`src/rtl/ovf_evt_pkg.sv`:
```
// ovf_evt_pkg: shared types and helpers for the overflow event FIFO.
//   ovf_evt_t  : packed event record {dir, ts} at the default timestamp width
//   DIR_UP     : direction code for an up-wrap (count wrapped to 0)
//   DIR_DOWN   : direction code for a down-wrap (count wrapped to all-ones)
//   lvl_w()    : width of a 0..DEPTH occupancy count
package ovf_evt_pkg;

  localparam int EVT_TS_W = 16;

  localparam logic DIR_UP   = 1'b1;
  localparam logic DIR_DOWN = 1'b0;

  typedef struct packed {
    logic                dir;
    logic [EVT_TS_W-1:0] ts;
  } ovf_evt_t;

  // One extra bit so that a completely full FIFO (level == DEPTH) is representable.
  function automatic int lvl_w(input int depth);
    return $clog2(depth) + 1;
  endfunction

endpackage

```
`src/rtl/ovf_evt_sync_fifo.sv`:
```
// ovf_evt_sync_fifo: single-clock FIFO for event records (an ovf_evt_t by default).
// Ports:
//   clk, rst   : clock, synchronous active-high reset
//   wr_en      : write request; wr_data : record to write
//   wr_accept  : write taken this cycle (not full, or full with a simultaneous read)
//   rd_en      : read request; ignored while empty
//   rd_valid   : head holds a valid record; rd_data : registered head record
//   level      : registered number of stored records; full : level == DEPTH
// The head record is held in its own register so that it is stable while no
// read happens, keeps its last value while empty, and is zero during reset.
module ovf_evt_sync_fifo
  import ovf_evt_pkg::*;
#(
  parameter int DATA_W = $bits(ovf_evt_t),
  parameter int DEPTH  = 8
) (
  input  logic                      clk,
  input  logic                      rst,
  input  logic                      wr_en,
  input  logic [DATA_W-1:0]         wr_data,
  output logic                      wr_accept,
  input  logic                      rd_en,
  output logic                      rd_valid,
  output logic [DATA_W-1:0]         rd_data,
  output logic [lvl_w(DEPTH)-1:0]   level,
  output logic                      full
);

  localparam int AW = $clog2(DEPTH);
  localparam int PW = lvl_w(DEPTH);

  logic [DATA_W-1:0] mem_q [DEPTH];
  logic [PW-1:0]     wr_ptr_q, wr_ptr_d;
  logic [PW-1:0]     rd_ptr_q, rd_ptr_d;
  logic [PW-1:0]     level_q, level_d;
  logic              full_q, full_d;
  logic [DATA_W-1:0] head_q, head_d;
  logic              rd_fire;
  logic              wr_fire;

  always_comb begin
    rd_fire  = rd_en && (level_q != '0);
    wr_fire  = wr_en && (!full_q || rd_fire);
    wr_ptr_d = wr_ptr_q + PW'(wr_fire);
    rd_ptr_d = rd_ptr_q + PW'(rd_fire);

    level_d = level_q;
    if (wr_fire && !rd_fire) begin
      level_d = level_q + PW'(1);
    end else if (!wr_fire && rd_fire) begin
      level_d = level_q - PW'(1);
    end
    full_d = (level_d == PW'(DEPTH));

    // Next head: if the new read pointer lands on the slot being written this
    // cycle, the record being written is the only entry and bypasses memory.
    // Full-width pointer compare keeps a full FIFO from matching.
    head_d = head_q;
    if (level_d != '0) begin
      if (rd_ptr_d == wr_ptr_q) begin
        head_d = wr_data;
      end else begin
        head_d = mem_q[rd_ptr_d[AW-1:0]];
      end
    end
  end

  always_ff @(posedge clk) begin
    if (rst) begin
      wr_ptr_q <= '0;
      rd_ptr_q <= '0;
      level_q  <= '0;
      full_q   <= 1'b0;
      head_q   <= '0;
    end else begin
      wr_ptr_q <= wr_ptr_d;
      rd_ptr_q <= rd_ptr_d;
      level_q  <= level_d;
      full_q   <= full_d;
      head_q   <= head_d;
    end
  end

  always_ff @(posedge clk) begin
    if (wr_fire) begin
      mem_q[wr_ptr_q[AW-1:0]] <= wr_data;
    end
  end

  assign wr_accept = wr_fire;
  assign rd_valid  = (level_q != '0);
  assign rd_data   = head_q;
  assign level     = level_q;
  assign full      = full_q;

endmodule

```
`src/rtl/overflow_event_fifo.sv`:
```
// overflow_event_fifo: captures counter wrap events, tags them with direction
// and a free-running timestamp, and queues them for a valid/ready consumer.
// Ports:
//   clk, rst  : clock, synchronous active-high reset
//   count     : monitored counter value (N bits)
//   overflow  : counter wrap pulse
//   ev_valid / ev_ready : head-of-queue handshake
//   ev_dir    : head direction (1 = up-wrap, 0 = down-wrap)
//   ev_ts     : head timestamp (TS_W bits)
//   level     : stored entries; full : level == DEPTH
//   drop_cnt  : saturating count of events lost to a full queue
// Build option: OVF_EVT_DROP_CNT_EN enables the drop counter; when undefined,
// drop_cnt is tied to zero and events are still dropped on full.
module overflow_event_fifo
  import ovf_evt_pkg::*;
#(
  parameter int N      = 8,
  parameter int TS_W   = 16,
  parameter int DEPTH  = 8,
  parameter int DROP_W = 8
) (
  input  logic                    clk,
  input  logic                    rst,
  input  logic [N-1:0]            count,
  input  logic                    overflow,
  output logic                    ev_valid,
  input  logic                    ev_ready,
  output logic                    ev_dir,
  output logic [TS_W-1:0]         ev_ts,
  output logic [lvl_w(DEPTH)-1:0] level,
  output logic                    full,
  output logic [DROP_W-1:0]       drop_cnt
);

  typedef struct packed {
    logic            dir;
    logic [TS_W-1:0] ts;
  } evt_rec_t;

  localparam int REC_W = $bits(evt_rec_t);

  logic [TS_W-1:0]  ts_q, ts_d;
  logic             cnt_zero;
  logic             cnt_ones;
  logic             evt_legal;
  logic             push_ok;
  evt_rec_t         wr_rec;
  evt_rec_t         head_rec;
  logic [REC_W-1:0] head_raw;

  always_comb begin
    ts_d      = ts_q + TS_W'(1);
    cnt_zero  = (count == '0);
    cnt_ones  = (count == '1);
    evt_legal = overflow && (cnt_zero || cnt_ones);
    wr_rec.dir = cnt_zero ? DIR_UP : DIR_DOWN;
    wr_rec.ts  = ts_q;
  end

  always_ff @(posedge clk) begin
    if (rst) begin
      ts_q <= '0;
    end else begin
      ts_q <= ts_d;
    end
  end

  ovf_evt_sync_fifo #(
    .DATA_W (REC_W),
    .DEPTH  (DEPTH)
  ) u_fifo (
    .clk       (clk),
    .rst       (rst),
    .wr_en     (evt_legal),
    .wr_data   (wr_rec),
    .wr_accept (push_ok),
    .rd_en     (ev_ready),
    .rd_valid  (ev_valid),
    .rd_data   (head_raw),
    .level     (level),
    .full      (full)
  );

  assign head_rec = evt_rec_t'(head_raw);
  assign ev_dir   = head_rec.dir;
  assign ev_ts    = head_rec.ts;

`ifdef OVF_EVT_DROP_CNT_EN
  logic [DROP_W-1:0] drop_q, drop_d;

  always_comb begin
    drop_d = drop_q;
    if (evt_legal && !push_ok && (drop_q != '1)) begin
      drop_d = drop_q + DROP_W'(1);
    end
  end

  always_ff @(posedge clk) begin
    if (rst) begin
      drop_q <= '0;
    end else begin
      drop_q <= drop_d;
    end
  end

  assign drop_cnt = drop_q;
`else
  assign drop_cnt = '0;
`endif

  // A wrap pulse must coincide with count at one of its two wrap values.
  a_ovf_legal: assert property (@(posedge clk) disable iff (rst)
    overflow |-> (cnt_zero || cnt_ones));

  // A legal event is only refused when full and nothing is popped.
  a_drop_only_full: assert property (@(posedge clk) disable iff (rst)
    (evt_legal && !push_ok) |-> (full && !(ev_valid && ev_ready)));

endmodule
```
`config.mk`:
```
export PLATFORM = sky130hd
export DESIGN_NAME = overflow_event_fifo
export DESIGN_NICKNAME = d
export VERILOG_FILES = /design/src/rtl/ovf_evt_pkg.sv /design/src/rtl/ovf_evt_sync_fifo.sv /design/src/rtl/overflow_event_fifo.sv
export SDC_FILE = /design/constraint.sdc
export NUM_CORES = 1
export LEC_CHECK = 0
export CAP_MARGIN = 25
export CORE_MARGIN = 8
export CORE_UTILIZATION = 35
export CTS_BUF_LIST = sky130_fd_sc_hd__clkbuf_8 sky130_fd_sc_hd__clkbuf_16
export DETAILED_ROUTE_END_ITERATION = 6
export PLACE_DENSITY = 0.53
export SLEW_MARGIN = 20
export SYNTH_ARGS = -nofsm -noshare
export SYNTH_HDL_FRONTEND = slang
export SYNTH_SLANG_ARGS = --single-unit
```
`constraint.sdc`:
```
create_clock -name clk -period 4.1 [get_ports clk]
set_clock_uncertainty 0.15 [all_clocks]
set_input_delay 0.615 -clock clk [delete_from_list [all_inputs] [get_ports clk]]
set_output_delay 0.615 -clock clk [all_outputs]
set_load 0.005 [all_outputs]
```
==> summary.md, run 1 <==
| Metric | Value |
|---|---|
| Reg-to-Reg End | `u_fifo.rd_data[11]` |
| Total CTS buffers | `17` |
| Commonest non-fill, non-tap cell in the layout | `edfxtp_1` |
| Clock transition at the registers of the reported paths | `~0.070 ns` |
| Hold Path Stages | `2` |
| Setup TNS Final | `0 ns` |
| Largest cells by area after synthesis | `edfxtp_1 (54%), dfxtp_1 (12%), mux4_2 (10%), mux2i_1 (2.4%), o31ai_2 (1.7%)` |
| Skew-Pair Late Insertion Delay | `between 0.4 and 0.5 ns` |
| Port-buffer cells | `34` |
| Area leader, netlist | `edfxtp_1` |
| Placement Cell Area | `a little over 8000 um^2` |
| Critical path startpoint | `u_fifo.level[0]` |
| Crit end category | `flop` |
| Most used cell, CP | `ha_1` |
| Reg2reg start | `u_fifo.level[0]` |
| Slew Viols, Final | `0` |
| Crit-path max FO | `36` |
| Grt total ovfl | `0` |
| Register area share after synthesis | `66.4%` |
| Finished Cell Area | `between 8000 and 9000 um^2` |
| Period utilization | `around 85%` |
| RSZ-0062 raised after global routing | `false` |
| CP max-delay cell | `o21ai_0` |
| CTS Root Cell | `clkbuf_16` |
| Max cap viols | `0` |
| H-tree depth | `4` |
| Initial DRC count | `between 200 and 300` |
| PwrDens | `623 nW/um^2` |
| Crit path launch type | `flop` |
| Area of the die | `between 20,000 and 30,000 um^2` |
| CTS tree | `done` |
| Most frequent cells in the layout | `edfxtp_1 (136), dfxtp_1 (46), mux4_2 (34), clkdlybuf4s50_1 (33), nor2_1 (27)` |
| Power Total | `between 5 and 6 mW` |
| Synth Flop Type | `edfxtp_1` |
| Post-synth EDFFs | `roughly 140` |
| Routed Antenna Nets | `0` |
| Hold worst-path end | `u_fifo.rd_data[10]` |
| GPL Wtd Cong | `roughly 0.80` |
| Vias in the first global route | `just over 4,000` |
| Die W | `~160 um` |
| Status | `complete, no violations` |
| CP top delay family | `adder cells` |
| Fmax achieved | `288 MHz` |
| Share of cells above drive strength 1 | `about a fifth` |
| First-pass DRT Iterations | `4` |
| Clock sinks | `182` |
| CTS resizes | `0` |
| Final hold violation count | `0` |
| Post-DR vias/cell | `~5` |
| Crit path kind | `reg -> reg` |
| Post-Syn Instances | `approximately 470` |
| Worst slew pin tran | `roughly 0.98 ns` |
| NumNets Final | `530` |
| First-pass GRT wire length | `24,100 um` |
| Buf/Inv on CP | `4` |
| Yosys warning total | `0` |
| Post-CTS Setup Inserts | `0` |
| Rel. slew slack | `around a third` |
| Cells on worst reg2reg path | `13` |
| Vias | `4,105` |
| R2r setup slk | `approximately 0.63 ns` |
| Worst IR drop on VDD | `a little under 400 uV` |
| Final core utilization | `42.1%` |
| Site row count | `53` |
| Worst EP required | `~4.2 ns` |
| # diodes | `0` |
| Post-Syn Area | `7530 um^2` |
| Gr usage total | `between 10 and 15%` |
| Hpwl dp | `9640 um` |
| Initial core utilization | `around 36%` |
| Largest net degree at the start of global routing | `37` |
| Final wirelength | `approximately 15,000 um` |
| Arr. time, crit path | `between 3 and 4 ns` |
| Initial antenna violation count | `0` |
| Syn Area/Cell | `16.1 um^2` |
| Hold-fix buffers, CTS | `0` |
| Synth unique cells | `51` |
| P_leak | `around 2.9 nW` |
| DRC | `0` |
| Die Y | `between 150 and 200 um` |
| Min-delay worst type | `reg -> reg` |
| Minimum clock period | `3.47 ns` |
| Slowest cell delay on critical path | `between 0.4 and 0.5 ns` |
| I/O pin total | `between 40 and 50` |
| Area Overhead vs Synth | `18.0%` |
| Fraction of registers with async set/reset | `0%` |
| Post-synth top area share | `about 54%` |
| Core area | `21,100 um^2` |
| Max Root-Sink Buffers | `2` |
| Hold wc startpoint | `u_fifo.rd_data[10]` |
| Flops & latches, synth | `between 150 and 200` |
| Final setup vio count | `0` |
| Crit-path cells | `inv_1 -> ha_1 -> or3b_4 -> nand2_2 -> inv_2 -> ha_2 -> ha_1 -> buf_12 -> xnor2_1 -> nand4_1 -> buf_4 -> o21ai_0 -> o31ai_2` |
| Drt wl/cell | `just under 20 um` |
## cells by family after synthesis
kind of cell / count (synthesis) / synth area share, %
DFF: 182 / 66.4
and+or+nand+nor: 115 / 8.47
muxes: 53 / 12.9
AOI/OAI and AO/OA: 48 / 5.27
buffers and inverters: 36 / 2.54
xor gates and xnor gates: 25 / 3.21
adders and majority gates: 7 / 1.16
other: 1 / 0.0498
## state kept, by name, summed over array words and instances (netlist names)
register and flops:
u_fifo.full 1, ts_q 16, u_fifo.mem_q 136, u_fifo.level 4
u_fifo.rd_data 17, u_fifo.wr_ptr_q 4, u_fifo.rd_ptr_q 4
## worst reg2reg max path, stage by stage, from the launching register on
cell,delay (ns)
dfxtp_1,0.39
inv_1,0.11
ha_1,0.23
or3b_4,0.42
nand2_2,0.12
inv_2,0.08
ha_2,0.20
ha_1,0.32
buf_12,0.24
xnor2_1,0.17
nand4_1,0.10
buf_4,0.25
o21ai_0,0.48
o31ai_2,0.09
## stage by stage
stage / setup WS [ns] / hold WS [ns] / std cells
after detailed placement: 0.460 / 0.316 / 767
after global routing: 0.463 / 0.350 / 799
after floorplan: 0.0546 / 0.310 / 474
after CTS: 0.618 / 0.326 / 799
final: 0.631 / 0.319 / 799
after global placement: 0.549 / 0.306 / 766
## final cells by class
type / instances / area, um^2
fillers: 1881 / 12200
flip-flops and latches: 182 / 5000
multi-input cells: 256 / 2430
repair buffers: 50 / 493
clock buffers: 21 / 492
well taps: 275 / 344
clock inverters: 11 / 108
inverters: 4 / 15.0
## worst max path at each step
stage	endpoint	slack (ns)	depth (start not counted)
floorplan	u_fifo.mem_q[4][0]	0.05	5
global placement	u_fifo.mem_q[5][11]	0.55	8
detailed placement	u_fifo.mem_q[5][11]	0.46	8
CTS	u_fifo.rd_data[11]	0.62	13
global route	u_fifo.rd_data[9]	0.46	13
finish	u_fifo.rd_data[11]	0.63	13
## Yosys cell counts, drive strengths merged (7+ instances only)
master and count:
a21oi 7, buf 16, clkbuf 16, dfxtp 46, edfxtp 136, ha 7, mux2i 19, mux4 34
nand2 26, nand3 18, nand4b 12, nor2 29, nor2b 7, o21ai 15, o31ai 12, xnor2 10
xor2 15
## power by group
part | switching [mW] | internal (mW) | total (mW) | leakage, nW
Clock | 0.659 | 0.972 | 1.63 | 0.299
Combinational | 0.966 | 0.833 | 1.80 | 0.959
Sequential | 0.0716 | 2.04 | 2.11 | 1.63
## layer usage
metal,vias up,GRT usage (%),routed length (um)
met1,2121,15.4,7080
met4,0,4.42,184
met3,16,2.83,674
li1,1885,-,-
met5,-,0,0
met2,83,19.7,7530
No activity file was read; power rests on OpenSTA's default activity.
==> run 2, diff against run 1 <==
--- a/config.mk
+++ b/config.mk
@@ -10,7 +10,7 @@
 export CORE_UTILIZATION = 35
 export CTS_BUF_LIST = sky130_fd_sc_hd__clkbuf_8 sky130_fd_sc_hd__clkbuf_16
 export DETAILED_ROUTE_END_ITERATION = 6
-export PLACE_DENSITY = 0.53
+export PLACE_DENSITY = 0.52
 export SLEW_MARGIN = 20
 export SYNTH_ARGS = -nofsm -noshare
 export SYNTH_HDL_FRONTEND = slang
==> constraint.sdc (replaced) <==
create_clock -name clk -period 3.6 [get_ports clk]
set_clock_uncertainty 0.15 [all_clocks]
set_input_delay 0.54 -clock clk [delete_from_list [all_inputs] [get_ports clk]]
set_output_delay 0.54 -clock clk [all_outputs]
set_load 0.005 [all_outputs]
==> summary.md, run 2 (synthesis gave the netlist of run 1 again) <==
| Metric | Value |
|---|---|
| CTS Root Cell | `clkbuf_16` |
| PwrDens | `712 nW/um^2` |
| Net Sw Frac | `between 30 and 40%` |
| Final hold violation count | `0` |
| Final core utilization | `approximately 43%` |
| Commonest non-fill, non-tap cell in the layout | `edfxtp_1` |
| Storage cell area | `5000 um^2` |
| Crit-path max FO | `36` |
| NumNets Final | `between 500 and 600` |
| Crit end category | `flop` |
| Arr. time, crit path | `roughly 3.4 ns` |
| Vias | `4,031` |
| Initial antenna violation count | `0` |
| Combinational power share | `32.1%` |
| First-pass GRT wire length | `between 20,000 and 25,000 um` |
| Met2 GRT Util | `19.7%` |
| H-tree depth | `4` |
| Most frequent cells in the layout | `edfxtp_1 (136), dfxtp_1 (46), mux4_2 (34), clkdlybuf4s50_1 (33), nor2_1 (27)` |
| Port-buffer cells | `34` |
| Minimum clock period | `around 3.3 ns` |
| Initial DRC count | `about 280` |
| R2r setup slk | `between 0.3 and 0.4 ns` |
| GRT met1 Usage | `between 10% and 20%` |
| Crit path launch type | `flop` |
| CTS tree | `done` |
| Final setup vio count | `0` |
| Clk pwr share | `between 30% and 40%` |
| DRC | `0` |
| Clock transition at the registers of the reported paths | `around 0.070 ns` |
| Worst EP required | `roughly 3.7 ns` |
| Core area | `about 21,000 um^2` |
| Hold wc startpoint | `u_fifo.rd_data[3]` |
| Total CTS buffers | `17` |
| Slowest cell delay on critical path | `0.56 ns` |
| Max cap viols | `0` |
| Setup TNS Final | `0 ns` |
| Crit path kind | `reg -> reg` |
| Fraction of power consumed by sequential logic | `a little under two fifths` |
| First-pass DRT Iterations | `4` |
| Post-CTS Setup Inserts | `0` |
| I/O pin total | `43` |
| Reg-to-Reg End | `u_fifo.rd_data[9]` |
| Drt wl/cell | `19.6 um` |
| Period utilization | `approximately 91%` |
| Rel. slew slack | `39.4%` |
| Vias in the first global route | `between 4,000 and 5,000` |
| Area of the die | `between 20,000 and 30,000 um^2` |
| Max reg flops | `136` |
| Hpwl dp | `~9900 um` |
| Routing usage on met3 | `under 10%` |
| Crit-path cells | `inv_1 -> ha_1 -> or3b_4 -> nand2_2 -> inv_2 -> ha_2 -> buf_12 -> mux4_2 -> mux2i_1 -> nand2_1 -> o21ai_0 -> o31ai_2` |
| Fmax achieved | `slightly above 300 MHz` |
| GPL Wtd Cong | `~0.8` |
| P_leak | `around 2.9 nW` |
| Finished Cell Area | `roughly 9000 um^2` |
| NetSw | `1.94 mW` |
| GRT busiest layer | `met2` |
| Max Root-Sink Buffers | `2` |
| Area Overhead vs Synth | `19.6%` |
| CP max-delay cell | `mux4_2` |
| Worst slew pin tran | `0.905 ns` |
| Int Pwr | `approximately 4.5 mW` |
| Die W | `around 160 um` |
| Hold-fix buffers, CTS | `0` |
| Cells on worst reg2reg path | `12` |
| Placement Cell Area | `approximately 8400 um^2` |
| Share of cells above drive strength 1 | `a little under a quarter` |
| Post-DR vias/cell | `between 5 and 6` |
| Slew Viols, Final | `0` |
| Die Y | `roughly 160 um` |
| CTS resizes | `0` |
| Site row count | `53` |
| Largest net degree at the start of global routing | `40` |
| Grt total ovfl | `0` |
| Gr usage total | `approximately 12%` |
| Clock sinks | `182` |
| Initial core utilization | `between 30 and 40%` |
| Power Total | `around 6.4 mW` |
| Skew-Pair Late Insertion Delay | `0.42 ns` |
| Status | `complete, no violations` |
| Reg2reg start | `u_fifo.level[0]` |
| Worst IR drop on VDD | `384 uV` |
| Hold Path Stages | `2` |
| RSZ-0062 raised after global routing | `false` |
| Final wirelength | `around 16,000 um` |
| Area of the multi-input gates | `2430 um^2` |
| # diodes | `0` |
| Min-delay worst type | `reg -> reg` |
| Filler instances | `~1,900` |
| Hold worst-path end | `u_fifo.rd_data[3]` |
| Routed Antenna Nets | `0` |
run 2: power by group through the flow:
stage / Combinational [mW] / Sequential [mW] / Clock [mW]
global route: 2.26 / 2.40 / 2.10
finish: 2.06 / 2.39 / 1.97
floorplan: 1.52 / 2.43 / 0
global placement: 2.11 / 2.43 / 0
CTS: 2.11 / 2.39 / 2.01
detailed placement: 2.11 / 2.43 / 0
run 2: worst max-delay path, delay by kind of cell, from the launching register on:
kind | cells | cell delay, ns
compound gates | 2 | 0.30
fa+ha+maj | 2 | 0.57
buf+inv | 3 | 0.44
flops | 1 | 0.31
mux | 2 | 0.72
simple gates | 3 | 0.59
run 2: worst max-delay path by stage:
stage / end / depth (start not counted) / slack, ns / from
floorplan: u_fifo.mem_q[1][0] / 6 / -0.0008 / count[2]
CTS: u_fifo.rd_data[9] / 12 / 0.30 / u_fifo.level[0]
finish: u_fifo.rd_data[9] / 12 / 0.33 / u_fifo.level[0]
global route: u_fifo.rd_data[9] / 12 / 0.09 / u_fifo.level[0]
global placement: u_fifo.rd_data[1] / 8 / 0.22 / count[2]
detailed placement: u_fifo.rd_data[10] / 8 / 0.15 / count[2]
run 2: per-stage QoR:
stage | worst slack, ns | hold WS [ns] | cells
global placement | 0.221 | 0.319 | 774
finish | 0.327 | 0.324 | 806
detailed placement | 0.146 | 0.317 | 774
CTS | 0.300 | 0.327 | 806
floorplan | -0.000803 | 0.310 | 474
global route | 0.0897 | 0.354 | 806
run 2: metal layers:
| metal | wire [um] | share of wire (%) |
|---|---|---|
| met3 | 849 | 5.4 |
| met5 | 0 | 0 |
| met1 | 7070 | 45 |
| met2 | 7690 | 49 |
| met4 | 163 | 1.0 |
run 2: layout make-up:
class,instances,share of cell area [%]
Clock buffer,19,5.03
Clock inverter,13,2.00
Inverter,4,0.167
Multi-Input combinational cell,256,27.0
Sequential cell,182,55.5
Tap cell,275,3.82
Timing Repair Buffer,57,6.47
